===== src/rtl/cpu_sequencer.sv =====
// Multi-cycle fetch/decode/execute sequencer for the accumulator CPU.
// Owns PC/IR/MDR, the shared memory port and run/halt control.
module cpu_sequencer #(
    parameter int                ADDR_W   = 13,
    parameter int                DATA_W   = 16,
    parameter logic [ADDR_W-1:0] RESET_PC = '0
) (
    input  logic              clk,
    input  logic              rst,
    input  logic              start,
    input  logic              ac_zero,
    input  logic              mem_ack,
    input  logic [DATA_W-1:0] mem_rdata,
    output logic              mem_req,
    output logic              mem_we,
    output logic [ADDR_W-1:0] mem_addr,
    output logic [ADDR_W-1:0] pc,
    output logic [DATA_W-1:0] ir,
    output logic [2:0]        opcode,
    output logic [DATA_W-1:0] mdr,
    output logic              ex_strobe,
    output logic              busy,
    output logic              halted
);

    typedef enum logic [2:0] {
        S_IDLE,
        S_FETCH,
        S_DECODE,
        S_MEM,
        S_EXEC,
        S_HALT
    } state_t;

    localparam logic [2:0] OP_LDA = 3'b000;
    localparam logic [2:0] OP_STA = 3'b001;
    localparam logic [2:0] OP_ADD = 3'b010;
    localparam logic [2:0] OP_SUB = 3'b011;
    localparam logic [2:0] OP_JMP = 3'b100;
    localparam logic [2:0] OP_JEZ = 3'b101;
    localparam logic [2:0] OP_LDI = 3'b110;
    localparam logic [2:0] OP_HLT = 3'b111;

    state_t            state;
    state_t            state_nxt;
    logic [ADDR_W-1:0] target;

    assign opcode = ir[DATA_W-1 -: 3];
    assign target = ir[ADDR_W-1:0];

    // State register plus PC/IR/MDR updates tied to the current state
    always_ff @(posedge clk) begin
        if (rst) begin
            state <= S_IDLE;
            pc    <= RESET_PC;
            ir    <= '0;
            mdr   <= '0;
        end else begin
            state <= state_nxt;
            case (state)
                S_IDLE, S_HALT: begin
                    if (start) pc <= RESET_PC;
                end
                S_FETCH: begin
                    if (mem_ack) begin
                        ir <= mem_rdata;
                        pc <= pc + ADDR_W'(1);
                    end
                end
                S_MEM: begin
                    if (mem_ack && opcode != OP_STA) mdr <= mem_rdata;
                end
                S_EXEC: begin
                    if (opcode == OP_JMP || (opcode == OP_JEZ && ac_zero)) pc <= target;
                end
                default: ;
            endcase
        end
    end

    always_comb begin
        state_nxt = state;
        case (state)
            S_IDLE:   if (start) state_nxt = S_FETCH;
            S_FETCH:  if (mem_ack) state_nxt = S_DECODE;
            S_DECODE: begin
                case (opcode)
                    OP_LDA, OP_STA, OP_ADD, OP_SUB: state_nxt = S_MEM;
                    OP_JMP, OP_JEZ, OP_LDI:         state_nxt = S_EXEC;
                    OP_HLT:                         state_nxt = S_HALT;
                    default:                        state_nxt = S_HALT;
                endcase
            end
            S_MEM:    if (mem_ack) state_nxt = S_EXEC;
            S_EXEC:   state_nxt = S_FETCH;
            S_HALT:   if (start) state_nxt = S_FETCH;
            default:  state_nxt = S_IDLE;
        endcase
    end

    // Outputs are decoded from registered state only, so they never glitch on inputs
    always_comb begin
        mem_req   = 1'b0;
        mem_we    = 1'b0;
        mem_addr  = '0;
        ex_strobe = 1'b0;
        busy      = 1'b0;
        halted    = 1'b0;
        case (state)
            S_FETCH: begin
                mem_req  = 1'b1;
                mem_addr = pc;
                busy     = 1'b1;
            end
            S_DECODE: busy = 1'b1;
            S_MEM: begin
                mem_req  = 1'b1;
                mem_we   = (opcode == OP_STA);
                mem_addr = target;
                busy     = 1'b1;
            end
            S_EXEC: begin
                ex_strobe = 1'b1;
                busy      = 1'b1;
            end
            S_HALT:  halted = 1'b1;
            default: ;
        endcase
    end

endmodule


===== config.mk =====
export PLATFORM = sky130hd
export DESIGN_NAME = cpu_sequencer
export DESIGN_NICKNAME = d
export VERILOG_FILES = /design/src/rtl/cpu_sequencer.sv
export SDC_FILE = /design/constraint.sdc
export NUM_CORES = 1
export LEC_CHECK = 0
export CORE_MARGIN = 4
export CORE_UTILIZATION = 46
export CTS_BUF_LIST = sky130_fd_sc_hd__clkbuf_8 sky130_fd_sc_hd__clkbuf_16
export DETAILED_ROUTE_END_ITERATION = 12
export PLACE_DENSITY_LB_ADDON = 0.1
export SYNTH_ARGS = -nofsm -noshare
export SYNTH_HDL_FRONTEND = slang
export SYNTH_SLANG_ARGS = --single-unit

===== constraint.sdc =====
create_clock -name clk -period 2.2 [get_ports clk]
set_clock_uncertainty 0.05 [all_clocks]
set_input_delay 0.44 -clock clk [delete_from_list [all_inputs] [get_ports clk]]
set_output_delay 0.44 -clock clk [all_outputs]
set_load 0.005 [all_outputs]

==> results of run 1 <==
worst max-delay path, delay by kind of cell, from the launching register on:
kind          cells  cell delay, ns
simple gates      2            0.49
flops             1            0.35
buf+inv           1            0.50
area by class of cell:
class,instances,share of cell area (%)
Sequential cell,51,27.2
Inverter,8,0.798
Clock buffer,5,1.83
Multi-Input combinational cell,238,38.8
Tap cell,72,2.39
Timing Repair Buffer,108,28.4
Clock inverter,3,0.532
stage by stage:
stage | std cells | cell area, um2 | worst slack, ns
detailed placement | 476 | 3630 | 0.0915
global route | 485 | 3760 | -0.00508
global placement | 476 | 3630 | 0.129
CTS | 484 | 3720 | 0.00831
floorplan | 323 | 2650 | 0.475
finish | 485 | 3760 | 0.0615
timing repair:
action                                  in CTS  in global routing
endpoints found under the setup margin       8                 14
resized for setup                            1                  6
setup buffers                                0                  0
cloned                                       0                  1
worst max-delay path by stage:
stage              from     end  depth (start not counted)
5_1_grt        state[0]    busy                          4
6_report         ir[15]  mem_we                          3
3_3_place_gp      start   pc[6]                          6
2_1_floorplan     pc[0]  pc[10]                          5
4_1_cts          ir[15]  mem_we                          3
3_5_place_dp      start   pc[8]                          6
placed cells by master, fill, tap and decap left out, types with 3 or more instances in the layout:
| cell type | synthesis | layout |
|---|---|---|
| sky130_fd_sc_hd__a211oi_2 | 7 | 7 |
| sky130_fd_sc_hd__mux2i_1 | 14 | 14 |
| sky130_fd_sc_hd__dfxtp_1 | 51 | 49 |
| sky130_fd_sc_hd__nor2_1 | 21 | 21 |
| sky130_fd_sc_hd__o311a_1 | 3 | 3 |
| sky130_fd_sc_hd__nand3_1 | 4 | 4 |
| sky130_fd_sc_hd__nand2_1 | 73 | 73 |
| sky130_fd_sc_hd__o21ai_0 | 3 | 3 |
| sky130_fd_sc_hd__clkdlybuf4s50_1 | 0 | 85 |
| sky130_fd_sc_hd__buf_4 | 4 | 17 |
| sky130_fd_sc_hd__a22oi_1 | 4 | 4 |
| sky130_fd_sc_hd__a221oi_1 | 3 | 3 |
| sky130_fd_sc_hd__a21oi_1 | 44 | 44 |
| sky130_fd_sc_hd__o211ai_1 | 3 | 3 |
| sky130_fd_sc_hd__xnor2_1 | 3 | 3 |
| sky130_fd_sc_hd__clkbuf_8 | 0 | 5 |
| sky130_fd_sc_hd__inv_1 | 7 | 7 |
| sky130_fd_sc_hd__nor3_1 | 8 | 8 |
power groups by stage:
stage / clock network (mW) / registers (mW) / logic [mW]
2_1_floorplan: 0 / 1.04 / 0.274
3_3_place_gp: 0 / 1.05 / 0.507
3_5_place_dp: 0 / 1.05 / 0.514
4_1_cts: 0.563 / 1.03 / 0.518
5_1_grt: 0.601 / 1.04 / 0.571
6_report: 0.543 / 1.03 / 0.528
logic make-up (layout without fill, tap and decap cells):
kind of cell / after synthesis / after routing / synth area share, %
DFF: 51 / 51 / 38.5
AOI/OAI and AO/OA: 86 / 86 / 22.9
buffers and inverters: 34 / 124 / 7.03
and+or+nand+nor: 133 / 133 / 24.5
muxes: 14 / 14 / 5.28
xor gates and xnor gates: 4 / 4 / 1.32
adders and majority gates: 1 / 1 / 0.472
state kept, by name, summed over array words and instances, names as in the netlist, named ones only:
register and cells:
ir 16, mdr 16, pc 13, state 3
routing by layer:
metal	up-vias	GRT usage (%)	wire length, um
met4	0	4.24	74
met1	1232	27.0	3410
met5	-	0	0
met3	10	6.81	591
li1	1314	-	-
met2	104	32.9	3550
==> results.md, run 1 <==
## Outcome
• complete, no violations — status

## Yosys
• 0% — asr flop ratio synth
• 323 — number of instances in the synthesized netlist
• 2650 um2 — post-synthesis instance area
• sky130_fd_sc_hd__dfxtp_1 — dominant register cell in the synthesized netlist
• sky130_fd_sc_hd__nand2_1 — cell with the most instances after synthesis
• 0 — number of warnings printed during yosys synthesis
• sky130_fd_sc_hd__dfxtp_1 (38%), sky130_fd_sc_hd__nand2_1 (10%), sky130_fd_sc_hd__a21oi_1 (8.3%) — largest cells by area after synthesis
• 8.21 um2 — mean post-synth cell area
• 51 — flip-flop and latch count after synthesis
• 56 — number of different library cells in the post-synthesis netlist
• 345 — total nets after synthesis
• sky130_fd_sc_hd__nand2_1 (73), sky130_fd_sc_hd__dfxtp_1 (51), sky130_fd_sc_hd__a21oi_1 (44), sky130_fd_sc_hd__nor2_1 (21), sky130_fd_sc_hd__mux2i_1 (14) — commonest cells in the netlist
• 0 — Post-synth EDFFs
• 38.5% — proportion of netlist area held by the largest area contributor
• sky130_fd_sc_hd__dfxtp_1 — cell type with the highest aggregate area in the netlist
• 38.5% — Seq/Total Area, Yosys

## Timing
• 0 — fin. max-slew vios
• 0.408 ns — hold slack
• 97.2% — Period Utilization, post-route
• 0.468 GHz — max frequency
• 0 — Setup violations, final
• 0 — Fin. Hold Viols
• 0 ns — setup TNS after final layout
• 0.507 ns — transition at the pin with the smallest max-transition slack
• 2.14 ns — Tmin final
• 66.1% — Slew HR

## Floorplan
• 83.9 um — height of the die
• 27 — number of placement rows
• 5540 um2 — Core Region
• 7050 um2 — die footprint
• 83.9 um — floorplan die width
• 47.9% — starting density of the core
• 87 — top-level I/O count

## Critical path
• pc[5] — worst reg2reg path startpoint
• primary output — sort of element at the end of the critical path
• 0.31 ns — worst setup slack for register-to-register paths
• reg -> out — class of the most critical setup path
• sky130_fd_sc_hd__clkdlybuf4s50_1 — worst-path cell with the longest stage delay
• or3b_4, nor2_1, clkdlybuf4s50_1 — worst path cell trace
• pc[11] — endpoint of the most critical register-to-register path
• 0.50 ns — Critical Path Max Stage Delay
• 1.71 ns — worst endpoint required time
• register — critical path startpoint category
• 1.65 ns — endpoint arrival time on the critical path
• 5 — crit path max fanout
• 4 — R2R depth

## Power
• 25.2% — combinational fraction of design power
• 0.387 mV — largest vdd supply drop
• 1.47 mW — internal power component
• 25.8% — clock group share of total power
• 558 nW/um2 — power density relative to cell area
• 29.8% — Sw Share
• 0.625 mW — net load switching power
• 49.0% — sequential power share
• 2.10 mW — total power
• 1.28 nW — leakage component of the power

## GRT
• 0 — total overflow reported by the global router
• 12.0 mm — first-pass GRT wire length
• 0 — initial antenna violation count
• 2350 — vias in the first global route
• 20.5% — global-route total usage across every layer
• 31 — maximum number of pins on one net before global-route repair

## CTS
• sky130_fd_sc_hd__clkbuf_8 — clock tree root driver cell
• 51 — Clock Sinks
• 0 — count of hold-fix buffers inserted at cts
• 5 — clock buffers created by TritonCTS
• built — CTS tree
• 2 — number of buffers on the longest clock path
• 0.09 ns — clock slew at the register clock pins of the worst setup and hold paths
• 0.30 ns — clock insertion delay at the later pin of the skew report
• 2 — deepest level of the CTS H-tree

## Finish
• 1020 um2 — area taken by flip-flops and latches
• 12.8% — fraction of layout instances using a drive strength above 1
• 41.9% — area growth from synthesis to final layout
• 1460 um2 — area taken by multi-input logic gates
• 0 — antenna diode instance count
• 484 — count of fill cells added during filler insertion
• 434 — final-stage net count
• 68.0% — end-of-flow core utilization

## Drt
• 2660 — via count
• 0 — DRC violations left
• 191 — number of violations reported at the end of detailed-routing iteration 0
• 5 — detailed-router iteration count before antenna repair
• 0 — count of antenna-violating nets left after detailed routing
• 7.62 mm — detailed-route wire length
• 15.7 um — routed length per instance
• 5.48 — routed vias/inst

## Job
• 0 — max_cap viols

## Place
• 86 — number of buffers inserted by port buffering
• 5.64 mm — sum of net half-perimeters after detailed placement
• 0.855 — Final GP Congestion

## Worst hold path
• reg -> reg — class of the most critical hold timing path
• mdr[0] — endpoint of the worst hold-timing path
• 2 — number of instances on the worst hold path
• mdr[0] — startpoint of the lowest-slack hold path

Note: power is estimated with default switching activity, not from simulation.
==> run 2: changes to the inputs <==
--- a/config.mk
+++ b/config.mk
@@ -9,7 +9,7 @@
 export CORE_UTILIZATION = 46
 export CTS_BUF_LIST = sky130_fd_sc_hd__clkbuf_8 sky130_fd_sc_hd__clkbuf_16
 export DETAILED_ROUTE_END_ITERATION = 12
-export PLACE_DENSITY_LB_ADDON = 0.1
+export PLACE_DENSITY = 0.86
 export SYNTH_ARGS = -nofsm -noshare
 export SYNTH_HDL_FRONTEND = slang
 export SYNTH_SLANG_ARGS = --single-unit
==> results.md, run 2 (synthesis results as in run 1) <==
## Outcome
• complete, no violations — status

## Floorplan
• 83.9 um — floorplan die width
• 7050 um2 — die footprint
• 87 — top-level I/O count
• 47.9% — starting density of the core
• 27 — number of placement rows
• 83.9 um — height of the die
• 5540 um2 — Core Region

## Critical path
• 5 — R2R depth
• reg -> out — class of the most critical setup path
• 1.71 ns — worst endpoint required time
• 0.25 ns — worst setup slack for register-to-register paths
• pc[12] — endpoint of the most critical register-to-register path
• 15 — crit path max fanout
• 1.63 ns — endpoint arrival time on the critical path
• primary output — sort of element at the end of the critical path
• register — critical path startpoint category
• pc[1] — worst reg2reg path startpoint

## Drt
• 0 — count of antenna-violating nets left after detailed routing
• 247 — number of violations reported at the end of detailed-routing iteration 0
• 5.63 — routed vias/inst
• 2716 — via count
• 16.2 um — routed length per instance
• 4 — detailed-router iteration count before antenna repair
• 3.69 mm — DR WL met2
• 0 — DRC violations left
• 7.80 mm — detailed-route wire length
• 3.30 mm — DRT met1 WL
• met4 — uppermost routed layer
• 630 um — Met3 Wirelength

## Finish
• 42.1% — area growth from synthesis to final layout
• 3770 um2 — Post-Layout Inst Area
• sky130_fd_sc_hd__clkdlybuf4s50_1 — commonest non-fill, non-tap cell in the layout
• 431 — final-stage net count
• 11.7% — fraction of layout instances using a drive strength above 1
• 482 — Post-Layout Cell Count
• ir (16), mdr (16), pc (13) — largest registers in the final layout
• sky130_fd_sc_hd__clkdlybuf4s50_1 (84), sky130_fd_sc_hd__nand2_1 (73), sky130_fd_sc_hd__dfxtp_1 (50) — most frequent cells in the layout
• 0 — antenna diode instance count

## Timing
• false — setup repair after global routing missed its margin
• 67.1% — Slew HR
• 2.12 ns — Tmin final
• 96.4% — Period Utilization, post-route
• 0 — fin. max-slew vios
• 0.493 ns — transition at the pin with the smallest max-transition slack
• 0 — Fin. Hold Viols
• 0.472 GHz — max frequency
• 0 — Setup violations, final
• 0 ns — setup TNS after final layout

## CTS
• 51 — Clock Sinks
• 5 — clock buffers created by TritonCTS
• 2 — number of buffers on the longest clock path
• 2 — deepest level of the CTS H-tree
• sky130_fd_sc_hd__clkbuf_8 — clock tree root driver cell
• 0 — count of hold-fix buffers inserted at cts
• built — CTS tree
• 0.09 ns — clock slew at the register clock pins of the worst setup and hold paths
• 0.30 ns — clock insertion delay at the later pin of the skew report
• 0 — setup fix buffers added after clock tree synthesis

## Place
• 0.850 — Final GP Congestion
• 3620 um2 — post-placement cell area
• 86 — number of buffers inserted by port buffering
• 474 — number of instances in the placed design
• 5.78 mm — sum of net half-perimeters after detailed placement

## Power
• 611 nW/um2 — power density relative to cell area
• 0.420 mV — largest vdd supply drop
• 1.31 nW — leakage component of the power

## GRT
• 12.8 mm — first-pass GRT wire length
• 2709 — vias in the first global route
• 21.8% — global-route total usage across every layer
• 0 — total overflow reported by the global router
• 31 — maximum number of pins on one net before global-route repair
• 0 — initial antenna violation count

## Worst hold path
• 2 — number of instances on the worst hold path
• mdr[0] — endpoint of the worst hold-timing path
• mdr[0] — startpoint of the lowest-slack hold path
• reg -> reg — class of the most critical hold timing path

## Job
• 0 — max_cap viols

run 2: cell types whose count changed in the layout (fill, tap and decap cells not counted), sizes merged:
cell           before  now
clkbuf              6    5
clkinv              1    0
clkinvlp            2    0
bufinv              0    2
buf                22   20
clkdlybuf4s50      85   84
inv                 8    9
dlymetal6s2s        0    1
run 2: timing repair:
| item | in CTS | in global routing |
|---|---|---|
| gates resized for setup | 2 | 5 |
| endpoints found under the setup margin | 11 | 12 |
| gates cloned | 0 | 0 |
run 2: worst max-delay path, stage by stage (launching register included):
cell and delay (ns):
sky130_fd_sc_hd__dfxtp_1 0.35, sky130_fd_sc_hd__buf_6 0.17, sky130_fd_sc_hd__nor3b_4 0.26, sky130_fd_sc_hd__clkdlybuf4s50_1 0.54
run 2: how the worst max path moves through the flow:
stage | depth (start not counted) | end | from | slack [ns]
5_1_grt | 4 | mem_addr[1] | state[1] | 0.002
4_1_cts | 3 | mem_we | ir[15] | 0.01
6_report | 3 | ex_strobe | state[2] | 0.08
3_3_place_gp | 6 | pc[8] | start | 0.11
3_5_place_dp | 6 | pc[6] | start | 0.03
2_1_floorplan | 5 | pc[10] | pc[0] | 0.47
run 2: power breakdown:
group	internal [mW]	switching, mW	leakage (nW)
Clock	0.450	0.307	0.0695
Sequential	0.970	0.0622	0.415
Combinational	0.269	0.245	0.822
Total	1.69	0.614	1.31
run 2: final cells by class:
type | count | area [um2]
Timing Repair Buffer | 105 | 1030
Clock inverter | 3 | 63.8
Clock buffer | 5 | 68.8
Fill cell | 424 | 1770
Sequential cell | 51 | 1020
Multi-Input combinational cell | 238 | 1460
Inverter | 8 | 30.0
Tap cell | 72 | 90.1
run 2: metal layers:
metal	track usage (%)	vias up
li1	-	1307
met3	7.40	16
met4	8.19	0
met2	35.0	110
met1	26.8	1283
met5	0	-
run 2: metrics by stage:
stage | utilization [%] | setup slack [ns] | power [mW] | hold slack (ns)
after floorplan | - | 0.475 | 1.32 | 0.396
after global placement | 65.3 | 0.109 | 1.54 | 0.392
after detailed placement | 65.3 | 0.0306 | 1.56 | 0.397
after global routing | 68.0 | 0.00208 | 2.40 | 0.427
after CTS | 67.8 | 0.0116 | 2.30 | 0.410
final | 68.0 | 0.0796 | 2.30 | 0.407
==> run 3: changes to the inputs <==
--- a/config.mk
+++ b/config.mk
@@ -6,10 +6,10 @@
 export NUM_CORES = 1
 export LEC_CHECK = 0
 export CORE_MARGIN = 4
-export CORE_UTILIZATION = 46
+export CORE_UTILIZATION = 42
 export CTS_BUF_LIST = sky130_fd_sc_hd__clkbuf_8 sky130_fd_sc_hd__clkbuf_16
 export DETAILED_ROUTE_END_ITERATION = 12
-export PLACE_DENSITY = 0.86
+export PLACE_DENSITY = 0.83
 export SYNTH_ARGS = -nofsm -noshare
 export SYNTH_HDL_FRONTEND = slang
 export SYNTH_SLANG_ARGS = --single-unit
==> constraint.sdc (replaced) <==
create_clock -name clk -period 1.85 [get_ports clk]
set_clock_uncertainty 0.05 [all_clocks]
set_input_delay 0.37 -clock clk [delete_from_list [all_inputs] [get_ports clk]]
set_output_delay 0.37 -clock clk [all_outputs]
set_load 0.005 [all_outputs]
==> results.md, run 3 (synthesis results as in run 1) <==
## CTS
• 5 — clock buffers created by TritonCTS
• 0 — count of hold-fix buffers inserted at cts
• 0.10 ns — clock slew at the register clock pins of the worst setup and hold paths
• 2 — number of buffers on the longest clock path
• 2 — deepest level of the CTS H-tree
• built — CTS tree
• 0.31 ns — clock insertion delay at the later pin of the skew report
• sky130_fd_sc_hd__clkbuf_8 — clock tree root driver cell
• 51 — Clock Sinks

## Critical path
• 0.38 ns — Critical Path Max Stage Delay
• register — sort of element at the end of the critical path
• 15 — crit path max fanout
• bufbuf_16, nor3b_4, buf_6, buf_4, o21ai_4, and2_4, o2111a_1 — worst path cell trace
• 2.05 ns — endpoint arrival time on the critical path
• 2.01 ns — worst endpoint required time
• reg -> reg — class of the most critical setup path
• register — critical path startpoint category
• sky130_fd_sc_hd__dfxtp_4 — worst-path cell with the longest stage delay

## Finish
• 514 — Post-Layout Cell Count
• 55.6% — area growth from synthesis to final layout
• sky130_fd_sc_hd__nand2_1 — commonest non-fill, non-tap cell in the layout
• sky130_fd_sc_hd__nand2_1 (73), sky130_fd_sc_hd__clkdlybuf4s50_1 (67), sky130_fd_sc_hd__dfxtp_1 (44) — most frequent cells in the layout
• 23.7% — fraction of layout instances using a drive strength above 1
• 0 — antenna diode instance count
• 4130 um2 — Post-Layout Inst Area
• 460 — final-stage net count
• ir (16), mdr (16), pc (13) — largest registers in the final layout

## Timing
• 102% — Period Utilization, post-route
• 4 — Setup violations, final
• -0.0370 ns — final worst slack
• 0 — fin. max-slew vios
• true — setup repair after global routing missed its margin
• 1.89 ns — Tmin final
• 76.2% — Slew HR
• 0 — Fin. Hold Viols
• 0.354 ns — transition at the pin with the smallest max-transition slack
• 0.530 GHz — max frequency

## Place
• 3830 um2 — post-placement cell area
• 498 — number of instances in the placed design
• 86 — number of buffers inserted by port buffering
• 0.888 — Final GP Congestion
• 5.95 mm — sum of net half-perimeters after detailed placement

## GRT
• 21.9% — global-route total usage across every layer
• 13.3 mm — first-pass GRT wire length
• 2700 — vias in the first global route
• 33 — maximum number of pins on one net before global-route repair
• 0 — initial antenna violation count
• 0 — total overflow reported by the global router

## Floorplan
• 44.0% — starting density of the core
• 87.5 um — height of the die
• 87.5 um — floorplan die width
• 7650 um2 — die footprint
• 87 — top-level I/O count
• 6030 um2 — Core Region
• 28 — number of placement rows

## Drt
• 8.75 mm — detailed-route wire length
• 299 — number of violations reported at the end of detailed-routing iteration 0
• 6 — detailed-router iteration count before antenna repair
• 0 — DRC violations left
• 5.56 — routed vias/inst
• 17.0 um — routed length per instance
• 0 — count of antenna-violating nets left after detailed routing
• 2858 — via count

## Outcome
• finished, violations left — status
• setup timing — failing checks

## Power
• 1.54 nW — leakage component of the power
• 0.513 mV — largest vdd supply drop
• 676 nW/um2 — power density relative to cell area

## Job
• 0 — max_cap viols

## Worst hold path
• in -> reg — class of the most critical hold timing path

run 3: cell types whose count changed in the layout (fill, tap and decap cells not counted), moves of 5 or more:
cell,change
sky130_fd_sc_hd__a21oi_1,-7
sky130_fd_sc_hd__dlygate4sd2_1,+10
sky130_fd_sc_hd__buf_4,+21
sky130_fd_sc_hd__dfxtp_1,-6
sky130_fd_sc_hd__a21oi_2,+7
sky130_fd_sc_hd__dfxtp_2,+5
sky130_fd_sc_hd__clkdlybuf4s50_1,-17
run 3: critical path, delay by kind of cell (launching register included):
| family | cells | cell delay [ns] |
|---|---|---|
| buffers and inverters | 3 | 0.55 |
| flip-flops | 1 | 0.38 |
| AO/OA/AOI/OAI | 2 | 0.31 |
| AND/OR/NAND/NOR | 2 | 0.49 |
run 3: what timing repair did:
action / CTS / global route
hold endpoints to repair: 0 / 0
gates resized for setup: 38 / 26
pin swaps: 1 / 4
gates cloned: 1 / 2
setup endpoints to repair: 19 / 25
setup buffers: 2 / 3
run 3: final timing paths:
check	depth (start not counted)	endpoint	slack [ns]	startpoint
worst min register to register	2	mdr[0]	0.41	mdr[0]
worst max-delay path	7	pc[12]	-0.04	state[1]
worst min-delay path	2	state[2]	0.34	rst
worst max register to register	7	pc[12]	-0.04	state[1]
run 3: final cells by class:
| type | count | area, um2 |
|---|---|---|
| clock buffers | 5 | 68.8 |
| clock inverters | 3 | 47.5 |
| fillers | 488 | 1900 |
| inverters | 8 | 30.0 |
| multi-input cells | 239 | 1550 |
| flip-flops and latches | 51 | 1030 |
| well taps | 75 | 93.8 |
| repair buffers | 133 | 1310 |
run 3: report_power, final:
group / internal (mW) / total, mW / switching, mW
clock: 0.411 / 0.814 / 0.403
sequential: 1.15 / 1.23 / 0.0772
combinational: 0.408 / 0.745 / 0.337
run 3: routing by layer:
metal | up-vias | GRT usage (%) | share of wire [%]
met2 | 124 | 36.2 | 49
met5 | - | 0 | 0
li1 | 1363 | - | -
met4 | 0 | 5.72 | 1.8
met3 | 20 | 4.92 | 7.2
met1 | 1351 | 28.6 | 42
run 3: through the flow:
step | setup slack, ns | util (%) | TNS (ns) | total power [mW] | hold WS [ns]
finish | -0.0370 | 68.5 | -0.0752 | 2.79 | 0.342
global route | -0.0499 | 68.5 | -0.282 | 2.92 | 0.338
CTS | -0.00594 | 66.7 | -0.00594 | 2.74 | 0.327
detailed placement | -0.209 | 63.5 | -3.84 | 1.91 | 0.396
global placement | -0.142 | 63.5 | -2.77 | 1.89 | 0.391
floorplan | 0.125 | - | 0 | 1.57 | 0.396
